[config.mk]
export PLATFORM = sky130hd
export DESIGN_NAME = a2d_spi_resp
export DESIGN_NICKNAME = d
export VERILOG_FILES = /design/src/rtl/a2d_spi_resp.sv
export SDC_FILE = /design/constraint.sdc
export NUM_CORES = 1
export LEC_CHECK = 0
export ABC_CLOCK_PERIOD_IN_PS = 3790
export BUFFER_PORTS_ARGS = -buffer_cell sky130_fd_sc_hd__buf_2
export CORE_MARGIN = 3
export CORE_UTILIZATION = 50
export CTS_BUF_LIST = sky130_fd_sc_hd__clkbuf_2
export CTS_CLUSTER_SIZE = 30
export DETAILED_ROUTE_END_ITERATION = 12
export PLACE_DENSITY_LB_ADDON = 0.1
export SETUP_SLACK_MARGIN = 0.4
export SLEW_MARGIN = 0
export SYNTH_ARGS = -nofsm -noshare
export SYNTH_HDL_FRONTEND = slang
export SYNTH_SLANG_ARGS = --single-unit
[constraint.sdc]
create_clock -name clk -period 3.79 [get_ports clk]
set_input_delay 0.1895 -clock clk [delete_from_list [all_inputs] [get_ports clk]]
set_output_delay 0.1895 -clock clk [all_outputs]
set_load 0.1 [all_outputs]
[src/rtl/a2d_spi_resp.sv]
// a2d_spi_resp: SPI responder emulating an 8-channel 12-bit A2D, returning the channel commanded in the previous transaction
module a2d_spi_resp (
  input  logic        clk,
  input  logic        rst,
  input  logic        SS_n,
  input  logic        SCLK,
  input  logic        MOSI,
  output logic        MISO,
  input  logic        wr_en,
  input  logic [2:0]  wr_chnl,
  input  logic [11:0] wr_data,
  output logic [2:0]  chnl_last,
  output logic        xfer_done,
  output logic        xfer_err
);
  localparam logic [0:0] IDLE = 1'b0;
  localparam logic [0:0] XFER = 1'b1;
  logic [2:0]  ss_q, ss_d, sclk_q, sclk_d;
  logic [1:0]  mosi_q, mosi_d, age_q, age_d;
  logic [0:0]  state_q, state_d;
  logic [15:0] tx_q, tx_d, rx_q, rx_d;
  logic [4:0]  cnt_q, cnt_d;
  logic [2:0]  chnl_q, chnl_d;
  logic        done_q, done_d, err_q, err_d;
  logic [11:0] regs_q [8];
  logic [11:0] regs_d [8];
  logic        ss_fall, ss_rise, sclk_rise;
  // falls are only trusted once the sync chain holds real pin samples, so an SS_n held low through reset is ignored
  assign ss_fall   = ss_q[2] & ~ss_q[1] & (age_q == 2'd3);
  assign ss_rise   = ~ss_q[2] & ss_q[1];
  assign sclk_rise = ~sclk_q[2] & sclk_q[1];
  assign MISO      = (state_q == XFER) ? tx_q[15] : 1'b1;
  assign chnl_last = chnl_q;
  assign xfer_done = done_q;
  assign xfer_err  = err_q;
  always_comb begin
    ss_d    = {ss_q[1:0], SS_n};
    sclk_d  = {sclk_q[1:0], SCLK};
    mosi_d  = {mosi_q[0], MOSI};
    age_d   = (age_q == 2'd3) ? age_q : age_q + 2'd1;
    regs_d  = regs_q;
    if (wr_en) regs_d[wr_chnl] = wr_data;
    state_d = state_q;
    tx_d    = tx_q;
    rx_d    = rx_q;
    cnt_d   = cnt_q;
    chnl_d  = chnl_q;
    done_d  = 1'b0;
    err_d   = 1'b0;
    if (state_q == IDLE) begin
      if (ss_fall) begin
        state_d = XFER;
        tx_d    = {4'h0, regs_q[chnl_q]};
        rx_d    = '0;
        cnt_d   = '0;
      end
    end else if (ss_rise) begin
      state_d = IDLE;
      done_d  = (cnt_q == 5'd16);
      err_d   = (cnt_q != 5'd16);
      chnl_d  = (cnt_q == 5'd16) ? rx_q[13:11] : chnl_q;
    end else if (sclk_rise) begin
      rx_d  = {rx_q[14:0], mosi_q[1]};
      tx_d  = {tx_q[14:0], 1'b0};
      cnt_d = (cnt_q == 5'd31) ? cnt_q : cnt_q + 5'd1;
    end
  end
  always_ff @(posedge clk) begin
    if (rst) begin
      ss_q    <= 3'b111;
      sclk_q  <= 3'b111;
      mosi_q  <= 2'b00;
      age_q   <= 2'd0;
      regs_q  <= '{default: 12'h000};
      state_q <= IDLE;
      tx_q    <= '0;
      rx_q    <= '0;
      cnt_q   <= '0;
      chnl_q  <= 3'd0;
      done_q  <= 1'b0;
      err_q   <= 1'b0;
    end else begin
      ss_q    <= ss_d;
      sclk_q  <= sclk_d;
      mosi_q  <= mosi_d;
      age_q   <= age_d;
      regs_q  <= regs_d;
      state_q <= state_d;
      tx_q    <= tx_d;
      rx_q    <= rx_d;
      cnt_q   <= cnt_d;
      chnl_q  <= chnl_d;
      done_q  <= done_d;
      err_q   <= err_d;
    end
  end
endmodule

==> out/results.md <==
- 0 — Setup violations, final
- 1114 — final-layout fill cell count
- 814 — placed cells
- 56.34% — post-layout utilization of the core
- 0.2530 mV — worst IR drop on VDD
- 0 — number of design rule violations left after detail routing
- state_q$_SDFF_PP0_ — worst reg2reg startpoint
- 48.43% — proportion of synthesized chip area in sequential cells
- 1.249 ns — pin slew with the least headroom to its limit
- 0 — number of endpoints with negative hold slack in the final report
- 26 — count of port buffers added during placement
- 0 — number of enable-type register cells in the synthesized netlist
- 8.618 um2 — Synth Area per Inst
- 0 — number of nets still failing antenna checks after routing
- 0 — max-slew violation count
- built — clock tree from TritonCTS
- 2.599 ns — final critical path time including I/O delays and setup
- register — category of the worst setup path launch point
- 39 — row count
- 0 — overall overflow remaining after global route
- 52.10% — initial cell density of the core
- 17 — total CTS buffers
- 0 — max-cap violations
- 14.45 mm — final wirelength
- 861 — non-filler cells in the finished layout
- 147 — clk sink count
- 116.2 um — horizontal extent of the die
- 0.71 ns — later-pin clock latency in the skew report
- 2943 um2 — combined flip-flop and latch cell area
- 11660 um2 — core region area
- 705 — gate count after technology mapping
- 6570 um2 — final design area excluding fillers
- 13510 um2 — Die Area
- 4669 — number of global-route vias before repair
- 6076 um2 — total standard cell area after synthesis
- 16.79 um — wire length per cell
- complete, no violations — outcome
- 0 — Antenna Diode Count
- 415.2 nW/um2 — PD cells
- 38 — count of unique library cells instantiated by Yosys
- 730 — total number of nets in the final design
- dfxtp_1 — library cell contributing the largest single delay on the critical path
- 2.41 ns — Arrival @ worst endpoint
- buf_4, buf_2 — critical path cell sequence
- 15 — Hold-fix buffers, CTS
- in -> reg — type of the most critical hold path
- 116.2 um — floorplan die height
- reg -> out — critical path start-end classification
- 4 — number of cells on the worst reg-to-reg path
- output pin — crit path capture type
- 5 — worst hold path cell count
- cnt_q[3]$_SDFFE_PP0P_ — destination of the worst register-to-register timing path
- 359 — violation count after the first detailed-route iteration
- 4 — H-tree depth reported by CTS
- regs_q[82]$_SDFFE_PP0P_ — worst hold endpoint
- 48.43% — area share of the leading cell type in the synthesized netlist
- 2.162 nW — static leakage
- 6155 um2 — cell area after placement
- clkbuf_2 — buffer cell driving the clock tree root
- 4848 — DR vias
- 0 — # Post-CTS Setup Buffers
- 101 — pin count of the biggest net entering global routing
- 0.82 ns — crit-path max cell delay
- 68.59% — share of the cycle needed by the critical path after routing
- 2840 um2 — multi-input logic area
- wr_chnl[2] — HP Start
- 2 — Clock Path Buffers
- 22.93% — all-layer global routing usage
- 3.60 ns — required time at the worst-slack endpoint
- 0.22 ns — post-CTS clock slew at the launch and capture registers of the worst setup and hold paths
- 8.134% — Syn-to-layout area delta
- 730 — syn_nets
- 27 — top-level I/O count
- 0 — antenna violations before repair
- dfxtp_1 48%, nand2_1 14%, a21oi_1 9.8% — cells taking the most area after synthesis
- 0 — cts repair resizes
- 16.43% — tightest slew margin relative to the limit
- 5 — total iterations of the first detailed-routing run
- 0.03232 ns — Clock Skew
- 0.7700 — weighted congestion at the end of routability-driven global placement
- 1.45 ns — setup slack of the most critical reg-to-reg path
- 147 — flip-flop and latch count after synthesis
- 13.51% — share of final-layout standard cells stronger than drive strength 1
- 8.939 mm — post-detail-place hpwl
- 0% — share of flip-flops with an asynchronous set or reset after synthesis
- 0 ns — setup TNS
- 384.7 MHz — Max Freq
- 13 — worst-path maximum fanout
- false — unrepaired setup endpoints after global routing
- dfxtp_1 — cell taking the most area after synthesis
- 5.631 — vias per std cell
- 0 — warnings from Yosys
- dfxtp_1 — prevailing post-synth register cell
- 23.83 mm — global-route wire length before repair
-- Yosys cell counts (5+ instances only) --
cell type	number
mux2i_1	14
or2_2	6
nand2b_1	7
nand2_1	220
buf_2	8
nor2b_1	7
a21oi_1	119
mux4_2	24
dfxtp_1	147
a22oi_1	9
o22ai_1	9
nor2_1	13
clkbuf_1	42
nand3_1	23
clkbuf_2	10
buf_1	5
-- layout by cell type (no fill, tap or decap), types with 3 or more instances in the layout --
master           n
nand3_1         23
dfxtp_1        147
nor3_1           3
nand2b_1         7
buf_4            7
bufinv_16        4
mux2i_1         14
a22oi_1          9
nor2_1          13
clkbuf_2        21
inv_1            4
nand4_1          4
mux4_2          24
ha_1             4
clkinv_1         3
nor2b_1          7
o22ai_1          9
a21oi_1        119
buf_2           25
or2_2            6
nand2_1        220
o21ai_0          4
dlygate4sd3_1   15
-- critical path, delay by kind of cell, from the launching register on --
| kind | cells | cell delay [ns] |
|---|---|---|
| buffers and inverters | 2 | 0.89 |
| DFF | 1 | 0.82 |
-- flip-flops by register name, indices dropped and copies added (netlist names) --
name / cells
xfer_err: 1
regs_q: 96
cnt_q: 5
ss_q: 3
chnl_last: 3
tx_q: 16
rx_q: 14
sclk_q: 3
xfer_done: 1
age_q: 2
state_q: 1
mosi_q: 2
-- logic make-up (layout without fill, tap and decap cells) --
kind of cell               after synthesis  in the layout  synth area share (%)
and+or+nand+nor                        293            293                 20.53
buffers and inverters                   70             83                 4.819
AOI/OAI and AO/OA                      150            150                 13.67
muxes                                   40             40                 11.57
xor gates and xnor gates                 1              1                0.1442
adders and majority gates                4              4                0.8238
DFF                                    147            147                 48.43
-- cell type report --
| type | count | area share (%) |
|---|---|---|
| flip-flops and latches | 147 | 44.79 |
| multi-input cells | 488 | 43.23 |
| repair buffers | 47 | 4.990 |
| well taps | 143 | 2.723 |
| clock inverters | 11 | 2.438 |
| clock buffers | 21 | 1.600 |
| inverters | 4 | 0.2285 |
-- layer usage --
layer | up-vias | wire [um] | GRT usage, % | part of all wire [%]
met5 | - | 0 | 0 | 0
met4 | 0 | 179 | 7.811 | 1.2
met3 | 15 | 979 | 6.218 | 6.8
met2 | 156 | 7095 | 37.41 | 49
met1 | 2286 | 6198 | 29.53 | 43
li1 | 2391 | - | - | -
-- where the power goes --
| part | internal [W] | switching (W) | total [W] |
|---|---|---|---|
| Sequential | 0.00158 | 0.0000163 | 0.00159 |
| Combinational | 0.0000563 | 0.000103 | 0.000159 |
| Clock | 0.000437 | 0.000537 | 0.000975 |
-- per-stage QoR --
stage          total power (W)  hold WS [ns]  setup slack (ns)
2_1_floorplan         0.001731        0.2933             1.355
3_3_place_gp          0.001765        0.3784             1.492
3_5_place_dp          0.001772        0.3823             1.477
4_1_cts               0.002746       0.01039             1.072
5_1_grt               0.002846       0.01845            0.9732
6_report              0.002728       0.06948             1.191
-- worst max path at each step --
| stage | slack, ns | cells after the start | to | from |
|---|---|---|---|---|
| after floorplan | 1.36 | 5 | tx_q[2]$_SDFFE_PP0P_ | chnl_last[1]$_SDFFE_PP0P_ |
| after global placement | 1.49 | 4 | tx_q[8]$_SDFFE_PP0P_ | chnl_last[2]$_SDFFE_PP0P_ |
| after detailed placement | 1.48 | 4 | cnt_q[3]$_SDFFE_PP0P_ | state_q$_SDFF_PP0_ |
| after CTS | 1.07 | 2 | chnl_last[1] | chnl_last[1]$_SDFFE_PP0P_ |
| after global routing | 0.97 | 2 | chnl_last[1] | chnl_last[1]$_SDFFE_PP0P_ |
| final | 1.19 | 2 | chnl_last[1] | chnl_last[1]$_SDFFE_PP0P_ |
(Power assumes the default switching activity.)
